### config.mk
export PLATFORM = sky130hd
export DESIGN_NAME = pll_reconfig_responder
export DESIGN_NICKNAME = d
export VERILOG_FILES = /design/src/rtl/pll_reconfig_pkg.sv /design/src/rtl/pll_scan_shifter.sv /design/src/rtl/pll_reconfig_responder.sv
export SDC_FILE = /design/constraint.sdc
export NUM_CORES = 1
export LEC_CHECK = 0
export CAP_MARGIN = 5
export CORE_MARGIN = 5
export CORE_UTILIZATION = 65
export CTS_BUF_LIST = sky130_fd_sc_hd__clkbuf_8
export DETAILED_ROUTE_END_ITERATION = 16
export PLACE_DENSITY = 0.84
export SLEW_MARGIN = 40
export SYNTH_ARGS = -nofsm -noshare
export SYNTH_HDL_FRONTEND = slang
export SYNTH_SLANG_ARGS = --single-unit
### constraint.sdc
create_clock -name clock_ctr -period 5.2 [get_ports clock_ctr]
set_clock_uncertainty 0.05 [all_clocks]
set_input_delay 1.04 -clock clock_ctr [delete_from_list [all_inputs] [get_ports clock_ctr]]
set_output_delay 1.04 -clock clock_ctr [all_outputs]
set_load 0.05 [all_outputs]
### src/rtl/pll_reconfig_pkg.sv
// Shared encodings, FSM states and shadow-bank geometry for the PLL reconfiguration responder.
package pll_reconfig_pkg;

  localparam int CHAIN_LEN = 90;
  localparam int NUM_CNT   = 5;
  localparam int CNT_BITS  = 18;

  localparam logic [3:0] CT_N  = 4'b0000;
  localparam logic [3:0] CT_M  = 4'b0001;
  localparam logic [3:0] CT_C0 = 4'b0100;
  localparam logic [3:0] CT_C1 = 4'b0101;
  localparam logic [3:0] CT_C2 = 4'b0110;

  localparam logic [2:0] CP_HIGH   = 3'b000;
  localparam logic [2:0] CP_LOW    = 3'b001;
  localparam logic [2:0] CP_BYPASS = 3'b100;
  localparam logic [2:0] CP_ODD    = 3'b101;

  typedef enum logic [2:0] {S_IDLE, S_WRITE, S_READ, S_SHIFT, S_UPDATE, S_DONE} state_t;
  typedef enum logic [1:0] {F_HIGH, F_LOW, F_BYP, F_ODD} field_t;

  typedef struct packed {
    logic       ok;
    logic [2:0] idx;
    field_t     fld;
  } addr_t;

  // Bank index 0 is N and 4 is C2, so C2 lands in the MSBs of the scan chain.
  function automatic addr_t decode_addr(input logic [3:0] ctype, input logic [2:0] cparam);
    addr_t a;
    a.ok  = 1'b1;
    a.idx = 3'd0;
    a.fld = F_HIGH;
    case (ctype)
      CT_N:    a.idx = 3'd0;
      CT_M:    a.idx = 3'd1;
      CT_C0:   a.idx = 3'd2;
      CT_C1:   a.idx = 3'd3;
      CT_C2:   a.idx = 3'd4;
      default: a.ok  = 1'b0;
    endcase
    case (cparam)
      CP_HIGH:   a.fld = F_HIGH;
      CP_LOW:    a.fld = F_LOW;
      CP_BYPASS: a.fld = F_BYP;
      CP_ODD:    a.fld = F_ODD;
      default:   a.ok  = 1'b0;
    endcase
    return a;
  endfunction

endpackage

### src/rtl/pll_scan_shifter.sv
// Serializes the scan chain MSB first at half the system clock; data moves only on the low phase.
module pll_scan_shifter
  import pll_reconfig_pkg::*;
(
  input  logic                 clk_i,
  input  logic                 rst_i,
  input  logic                 start_i,
  input  logic [CHAIN_LEN-1:0] vec_i,
  output logic                 last_o,
  output logic                 scanclk_o,
  output logic                 scandata_o
);

  logic [CHAIN_LEN-1:0] sr_q;
  logic [6:0]           cnt_q;
  logic                 active_q;

  assign last_o = active_q & scanclk_o & (cnt_q == 7'(CHAIN_LEN - 1));

  always_ff @(posedge clk_i) begin
    if (rst_i) begin
      sr_q       <= '0;
      cnt_q      <= '0;
      active_q   <= 1'b0;
      scanclk_o  <= 1'b0;
      scandata_o <= 1'b0;
    end else if (start_i) begin
      active_q   <= 1'b1;
      scanclk_o  <= 1'b0;
      scandata_o <= vec_i[CHAIN_LEN-1];
      sr_q       <= {vec_i[CHAIN_LEN-2:0], 1'b0};
      cnt_q      <= '0;
    end else if (active_q) begin
      if (!scanclk_o) begin
        scanclk_o <= 1'b1;
      end else if (last_o) begin
        active_q   <= 1'b0;
        scanclk_o  <= 1'b0;
        scandata_o <= 1'b0;
      end else begin
        // Next bit is presented on the same edge that drops scanclk.
        scanclk_o  <= 1'b0;
        scandata_o <= sr_q[CHAIN_LEN-1];
        sr_q       <= {sr_q[CHAIN_LEN-2:0], 1'b0};
        cnt_q      <= cnt_q + 7'd1;
      end
    end
  end

endmodule

### src/rtl/pll_reconfig_responder.sv
// Command responder holding the PLL counter shadow bank and driving the scan-chain reconfiguration.
module pll_reconfig_responder
  import pll_reconfig_pkg::*;
(
  input  logic       clock_ctr,
  input  logic       sys_reset,
  input  logic       reset_ctr,
  input  logic [3:0] counter_type_ctr,
  input  logic [2:0] counter_param_ctr,
  input  logic [8:0] config_data_in,
  input  logic       write_param_ctr,
  input  logic       pll_read_param,
  input  logic       reconfig_ctr,
  input  logic       pll_areset_in_ctr,
  output logic       busy_ctr,
  output logic [8:0] config_data_out,
  output logic       pll_scanclk,
  output logic       pll_scandata,
  output logic       pll_configupdate,
  output logic       pll_areset
);

  logic rst;
  assign rst = sys_reset | reset_ctr;

  state_t state_q, state_d;
  logic   wr_q, rd_q, rc_q;
  logic   wr_edge, rd_edge, rc_edge;
  logic   start, shift_last;
  addr_t  addr_q;
  logic [7:0] din_q;
  logic [8:0] rd_data;
  logic [CHAIN_LEN-1:0] chain;

  logic [NUM_CNT-1:0][7:0] high_q, low_q;
  logic [NUM_CNT-1:0]      byp_q, odd_q;

  // Counts use only the low byte; the top data bit has no destination.
  logic unused_din;
  assign unused_din = config_data_in[8];

  // Registers track the level every cycle, so a level held across a busy window never re-triggers.
  assign wr_edge = write_param_ctr & ~wr_q;
  assign rd_edge = pll_read_param  & ~rd_q;
  assign rc_edge = reconfig_ctr    & ~rc_q;

  always_comb begin
    state_d = state_q;
    start   = 1'b0;
    case (state_q)
      S_IDLE: begin
        if (rc_edge) begin
          state_d = S_SHIFT;
          start   = 1'b1;
        end else if (wr_edge) begin
          state_d = S_WRITE;
        end else if (rd_edge) begin
          state_d = S_READ;
        end
      end
      S_WRITE, S_READ: state_d = S_DONE;
      S_SHIFT:         if (shift_last) state_d = S_UPDATE;
      S_UPDATE:        state_d = S_DONE;
      default:         state_d = S_IDLE;
    endcase
  end

  always_ff @(posedge clock_ctr) begin
    if (rst) state_q <= S_IDLE;
    else     state_q <= state_d;
  end

  always_comb begin
    chain = '0;
    for (int i = 0; i < NUM_CNT; i++)
      chain[i*CNT_BITS +: CNT_BITS] = {high_q[i], byp_q[i], low_q[i], odd_q[i]};
  end

  always_comb begin
    rd_data = '0;
    if (addr_q.ok) begin
      case (addr_q.fld)
        F_HIGH: rd_data = {1'b0, high_q[addr_q.idx]};
        F_LOW:  rd_data = {1'b0, low_q[addr_q.idx]};
        F_BYP:  rd_data = {8'd0, byp_q[addr_q.idx]};
        F_ODD:  rd_data = {8'd0, odd_q[addr_q.idx]};
      endcase
    end
  end

  always_ff @(posedge clock_ctr) begin
    if (rst) begin
      wr_q             <= 1'b0;
      rd_q             <= 1'b0;
      rc_q             <= 1'b0;
      busy_ctr         <= 1'b0;
      pll_configupdate <= 1'b0;
      config_data_out  <= '0;
      addr_q           <= '0;
      din_q            <= '0;
      high_q           <= {NUM_CNT{8'd1}};
      low_q            <= {NUM_CNT{8'd1}};
      byp_q            <= '0;
      odd_q            <= '0;
    end else begin
      wr_q             <= write_param_ctr;
      rd_q             <= pll_read_param;
      rc_q             <= reconfig_ctr;
      busy_ctr         <= (state_d != S_IDLE);
      pll_configupdate <= (state_d == S_UPDATE);
      if (state_q == S_IDLE) begin
        addr_q <= decode_addr(counter_type_ctr, counter_param_ctr);
        din_q  <= config_data_in[7:0];
      end
      if (state_q == S_WRITE && addr_q.ok) begin
        case (addr_q.fld)
          F_HIGH: high_q[addr_q.idx] <= din_q;
          F_LOW:  low_q[addr_q.idx]  <= din_q;
          F_BYP:  byp_q[addr_q.idx]  <= din_q[0];
          F_ODD:  odd_q[addr_q.idx]  <= din_q[0];
        endcase
      end
      if (state_q == S_READ) config_data_out <= rd_data;
    end
  end

  always_ff @(posedge clock_ctr) pll_areset <= pll_areset_in_ctr | sys_reset;

  pll_scan_shifter u_shifter (
    .clk_i      (clock_ctr),
    .rst_i      (rst),
    .start_i    (start),
    .vec_i      (chain),
    .last_o     (shift_last),
    .scanclk_o  (pll_scanclk),
    .scandata_o (pll_scandata)
  );

endmodule
==> results.json, run 1 <==
{
  "status": "complete, no violations",
  "path_class": "primary input to flip-flop",
  "clk_path_buf_depth": 3,
  "yosys-top-cells-count": "nand2_1 (294), dfxtp_1 (220), nor2_1 (138)",
  "start_kind": "primary input",
  "synth_edf_count": 0,
  "cts-hold-fix-buffers": 0,
  "hpwl_mm": 15.9,
  "drt_drc_violations_left": 0,
  "yosys.area.top_type": "dfxtp_1",
  "grt_busiest_layer": "met2",
  "antenna_cells": 0,
  "rsz0062_at_grt": "false",
  "post-route-period-util_pct": 59.2,
  "cp.arrival_ps": 3470,
  "numCtsBuffers": 36,
  "grt_pass1_vias": 8166,
  "synthesis.area_mm2": 0.00980,
  "design_area_mm2": 0.0108,
  "nFillCells": 1113,
  "syn_inst": 1200,
  "ys.flop_type": "dfxtp_1",
  "worstMarginPinSlew_ps": 785,
  "relSlewSlack_pct": 47.6,
  "finish.net_count": 1207,
  "clock_latency_ps": 530,
  "wl_per_cell_um": 18.5,
  "grt_first_pass_wirelength_mm": 41.5,
  "cts_root_buf": "clkbuf_8",
  "grtUsageMet1_pct": 37.8,
  "cts_tree": "yes",
  "grt_max_degree": 126,
  "htreeDepth": 2,
  "use_met2_pct": 44.5,
  "dr.pass1.iters": 5,
  "power.leakage_nw": 3.57,
  "drt.antenna.violating_nets": 0,
  "grt_usage_pct": 28.6,
  "whs_ps": 422,
  "clkSinkCount": 220,
  "grtUsageMet3_pct": 5.58,
  "fmax_mhz": 325,
  "synth.most_common_cell": "nand2_1",
  "die_h_um": 133,
  "cp-endpoint": "u_shifter.sr_q[59]",
  "ys_top_cells_by_area": "dfxtp_1 (45%), nand2_1 (11%), a311oi_1 (6.4%)",
  "cts.clk_slew.worst_paths_ps": 60,
  "drive_gt1_share_pct": 9.28,
  "ff2ff_path_depth": 6,
  "grt.overflow.total": 0,
  "drt_wl_total_mm": 25.7,
  "worstPathMaxFanout": 59,
  "start_util_pct": 66.9,
  "dieArea_mm2": 0.0176,
  "maxCapViolCount": 0,
  "cts_resized": 0,
  "port_buffers": 34,
  "finalSetupViolations": 0,
  "reg2reg_slack_ps": 2350,
  "endpoint_kind": "flip-flop",
  "regArea_mm2": 0.00441,
  "fin_crit_ps": 3080,
  "synth_cell_type_count": 60,
  "avgSynthCellArea_um2": 8.17,
  "ys_ff_latch": 220,
  "gp_congestion": 0.954,
  "min_path_cells": 2,
  "die_x_um": 133,
  "min-delay-start": "chain[39]",
  "placed_area_mm2": 0.0100,
  "synth_top_area_share_pct": 44.9,
  "powerDensity_mw_per_mm2": 335,
  "postCtsSetupBuffers": 0,
  "peakVddDrop_uv": 246,
  "first_iter_violations": 1048,
  "synth_seq_area_share_pct": 44.9,
  "r2r_start": "state_q[1]",
  "min_path_type": "flip-flop to flip-flop",
  "vias_per_cell": 6.29,
  "rr_endpoint": "u_shifter.sr_q[59]",
  "finalSetupTns_ps": 0,
  "crit_path_start": "reconfig_ctr",
  "area_delta_synth_final_pct": 9.70,
  "vias": 8748,
  "power_mw": 3.60,
  "io_pins": 37,
  "cp.required_ps": 5590,
  "rows": 44,
  "drv_slew": 0,
  "hold_viol_final": 0,
  "multi_input_area_mm2": 0.00485,
  "synth_fp_nets": 1225,
  "floorplan.core_area_mm2": 0.0146,
  "antenna_found_initial": 0,
  "async_flop_share_pct": 0,
  "yosys_warnings": 0
}
## cells in the final DEF (no fill, tap or decap), drive strengths merged, types with 3 or more instances in the layout
master         instances
nor2                 139
o21ai                 15
nand4                  5
nor3b                  3
and2                   6
a22oi                  6
a311oi                89
o221ai                 3
a211oi                 4
nor3                  10
nor2b                  4
buf                   17
a31oi                  4
nor4                   3
mux2i                 47
a221oi                 3
clkinv                 4
a21oi                 90
mux2                   3
a22o                   5
inv                   20
xor2                   4
clkdlybuf4s50         34
dfxtp                220
nand2                294
mux4                   3
o22ai                  6
clkbuf                49
nand3                 78
nand2b                 8
o2bb2ai                4
or2                    4
## worst min-delay path by stage
stage | endpoint | slack [ps]
2_1_floorplan | chain[74] | 390
3_3_place_gp | chain[17] | 410
3_5_place_dp | chain[12] | 410
4_1_cts | chain[12] | 420
5_1_grt | chain[25] | 440
6_report | chain[39] | 420
## power by group
part / internal (mW) / switching [mW]
sequential: 1.73 / 0.0426
clock: 0.836 / 0.684
combinational: 0.0937 / 0.218
## critical path, cell delays in order
cell and delay (ps):
clkdlybuf4s50_1 480, nor2b_1 310, and2_2 220, or2_4 600, buf_4 430, nor2_1 110
a311oi_2 250
## routing by layer
| metal | routed length (um) | share of wire (%) |
|---|---|---|
| met3 | 2120 | 8.2 |
| met4 | 1110 | 4.3 |
| met5 | 0 | 0 |
| met1 | 10700 | 41 |
| met2 | 11800 | 46 |
## layout make-up
type,instances,share of cell area (%)
Clock inverter,14,0.524
Timing Repair Buffer,51,4.62
Inverter,10,0.349
Multi-Input combinational cell,863,45.1
Tap cell,184,2.14
Clock buffer,49,6.27
Sequential cell,220,41.0
## metrics by stage
step	cells	setup WS, ps	utilization (%)
finish	1391	2120	73.4
global route	1391	1910	73.4
CTS	1391	2170	73.4
detailed placement	1328	1620	68.4
global placement	1328	1780	68.4
floorplan	1200	2880	-
## flip-flops by register name, summed over array words and instances, names as in the netlist, 5 cells and up
signal and count:
u_shifter.sr_q 89, chain 80, config_data_out 8, din_q 8
u_shifter.cnt_q 7, addr_q 6, byp_q 5, odd_q 5
## cell families after synthesis
group	Yosys count	synth area share [%]
multiplexers	53	5.83
AND/OR/NAND/NOR	563	24.5
AO/OA/AOI/OAI	238	18.1
flip-flops	220	44.9
buffers and inverters	117	5.82
adder cells (fa/ha/maj)	2	0.255
other	1	0.0383
XOR/XNOR	6	0.536
No activity file was read; power rests on OpenSTA's default activity.
==> inputs of run 2 (changes only) <==
--- a/config.mk
+++ b/config.mk
@@ -7,10 +7,10 @@
 export LEC_CHECK = 0
 export CAP_MARGIN = 5
 export CORE_MARGIN = 5
-export CORE_UTILIZATION = 65
+export CORE_UTILIZATION = 57
 export CTS_BUF_LIST = sky130_fd_sc_hd__clkbuf_8
 export DETAILED_ROUTE_END_ITERATION = 16
-export PLACE_DENSITY = 0.84
+export PLACE_DENSITY = 0.78
 export SLEW_MARGIN = 40
 export SYNTH_ARGS = -nofsm -noshare
 export SYNTH_HDL_FRONTEND = slang
==> constraint.sdc (replaced) <==
create_clock -name clock_ctr -period 2.7 [get_ports clock_ctr]
set_clock_uncertainty 0.05 [all_clocks]
set_input_delay 0.54 -clock clock_ctr [delete_from_list [all_inputs] [get_ports clock_ctr]]
set_output_delay 0.54 -clock clock_ctr [all_outputs]
set_load 0.05 [all_outputs]
==> run 2 against run 1 <==
Compared with the run above:
- via count increased by 0.16%
- non-clock buffer count grew 15
- critical path depth is 6 lower
- routed wire length is 4.0% higher
- critical path type is now flip-flop to output port
==> results.json, run 2 (synthesized netlist as in run 1, its figures left out) <==
{
  "status": "complete, no violations",
  "power.leakage_nw": 3.70,
  "maxCapViolCount": 0,
  "gp_congestion": 0.967,
  "power.internal_mw": 5.27,
  "vias_per_cell": 6.03,
  "most-common-layout-cells": "nand2_1 (293), dfxtp_1 (217), nor2_1 (138)",
  "relSlewSlack_pct": 45.7,
  "drt_drc_violations_left": 0,
  "start_util_pct": 57.5,
  "powerDensity_mw_per_mm2": 647,
  "finish.net_count": 1224,
  "drt.antenna.violating_nets": 0,
  "rsz0062_at_grt": "false",
  "vias": 8762,
  "die_x_um": 141,
  "clock_latency_ps": 540,
  "crit_path_start": "u_shifter.scanclk_o",
  "peakVddDrop_uv": 481,
  "first_iter_violations": 871,
  "post-route-period-util_pct": 87.5,
  "area_delta_synth_final_pct": 12.8,
  "fin_crit_ps": 2360,
  "path_cells": "clkdlybuf4s50_1",
  "final_cell_count_no_fill": 1452,
  "hold_viol_final": 0,
  "power.switching_mw": 1.89,
  "cp_num_cells": 1,
  "pre_cts_slack_ps": 70.0,
  "rr_endpoint": "u_shifter.sr_q[84]",
  "worstPathMaxFanout": 5,
  "path_class": "flip-flop to output port",
  "endpoint_kind": "output port",
  "worstMarginPinSlew_ps": 813,
  "finalSetupViolations": 0,
  "nFillCells": 1443,
  "reg2reg_slack_ps": 350,
  "drv_slew": 0,
  "floorplan.core_area_mm2": 0.0171,
  "layout_commonest_cell": "nand2_1",
  "rows": 48,
  "sw_frac_of_total_pct": 26.4,
  "cts_resized": 0,
  "antenna_found_initial": 0,
  "pwr-share-seq_pct": 47.7,
  "ff2ff_path_depth": 8,
  "drt_wl_total_mm": 26.8,
  "finalSetupTns_ps": 0,
  "path_delay_family": "buffers and inverters",
  "numCtsBuffers": 38,
  "dieArea_mm2": 0.0199,
  "crit_buf_inv": 1,
  "cts.clk_slew.worst_paths_ps": 60,
  "cts_tree": "yes",
  "drive_gt1_share_pct": 11.0,
  "min_path_cells": 2,
  "fmax_mhz": 423,
  "top_register": "u_shifter.sr_q",
  "wl_per_cell_um": 18.4,
  "cts_root_buf": "clkbuf_8",
  "cpPeakStageDelay_ps": 840,
  "clk_path_buf_depth": 3,
  "clkSinkCount": 220,
  "grt_first_pass_wirelength_mm": 43.1,
  "hpwl_mm": 16.8,
  "cp.arrival_ps": 1770,
  "postCtsSetupBuffers": 0,
  "die_h_um": 141,
  "htreeDepth": 2,
  "critPathSlowestCell": "clkdlybuf4s50_1",
  "clockPowerShare_pct": 43.3,
  "power_mw": 7.16,
  "grt_usage_pct": 26.7,
  "power_frac_comb_pct": 9.0,
  "antenna_cells": 0,
  "largest_reg_flops": 89,
  "grt_max_degree": 98,
  "cts-hold-fix-buffers": 0,
  "dr.pass1.iters": 5,
  "grt_pass1_vias": 8182,
  "port_buffers": 34,
  "r2r_start": "u_shifter.cnt_q[1]",
  "cp-endpoint": "pll_scanclk",
  "cp.required_ps": 2110,
  "start_kind": "flip-flop",
  "io_pins": 37,
  "place_inst": 1384,
  "finalWorstSetupSlack_ps": 337,
  "min_path_type": "flip-flop to flip-flop",
  "grt.overflow.total": 0
}
run 2: worst min path at each step:
| stage | start | end | slack, ps |
|---|---|---|---|
| floorplan | din_q[1] | chain[74] | 390 |
| global placement | chain[12] | chain[12] | 410 |
| detailed placement | chain[12] | chain[12] | 410 |
| CTS | chain[3] | chain[3] | 420 |
| global route | chain[17] | chain[17] | 440 |
| finish | chain[5] | chain[5] | 420 |
run 2: metal layers:
layer | vias to the layer above | track usage [%] | routed length [um]
li1 | 4196 | - | -
met1 | 4142 | 35.9 | 11300
met2 | 352 | 41.7 | 12300
met3 | 72 | 5.73 | 2190
met4 | 0 | 10.9 | 961
met5 | - | 0 | 0
run 2: metrics by stage:
step	hold slack (ps)	utilization [%]	instance area, um^2
detailed placement	411	60.2	10300
CTS	421	64.8	11100
finish	422	64.9	11100
floorplan	392	-	9800
global route	444	64.9	11100
global placement	405	60.2	10300
run 2: area by class of cell:
cell class	count	area, um^2	area share, %
clock buffer	52	716	6.47
clock inverter	16	77.6	0.701
inverter	10	37.5	0.339
multi-input combinational	863	4850	43.8
sequential	220	4410	39.8
tap	225	282	2.54
timing repair buffer	66	693	6.27
run 2: power groups by stage:
| stage | Combinational, mW | Sequential, mW | Clock [mW] |
|---|---|---|---|
| floorplan | 0.487 | 3.44 | 0 |
| global placement | 0.624 | 3.48 | 0 |
| detailed placement | 0.637 | 3.48 | 0 |
| CTS | 0.641 | 3.41 | 3.13 |
| global route | 0.704 | 3.42 | 3.29 |
| finish | 0.646 | 3.41 | 3.10 |
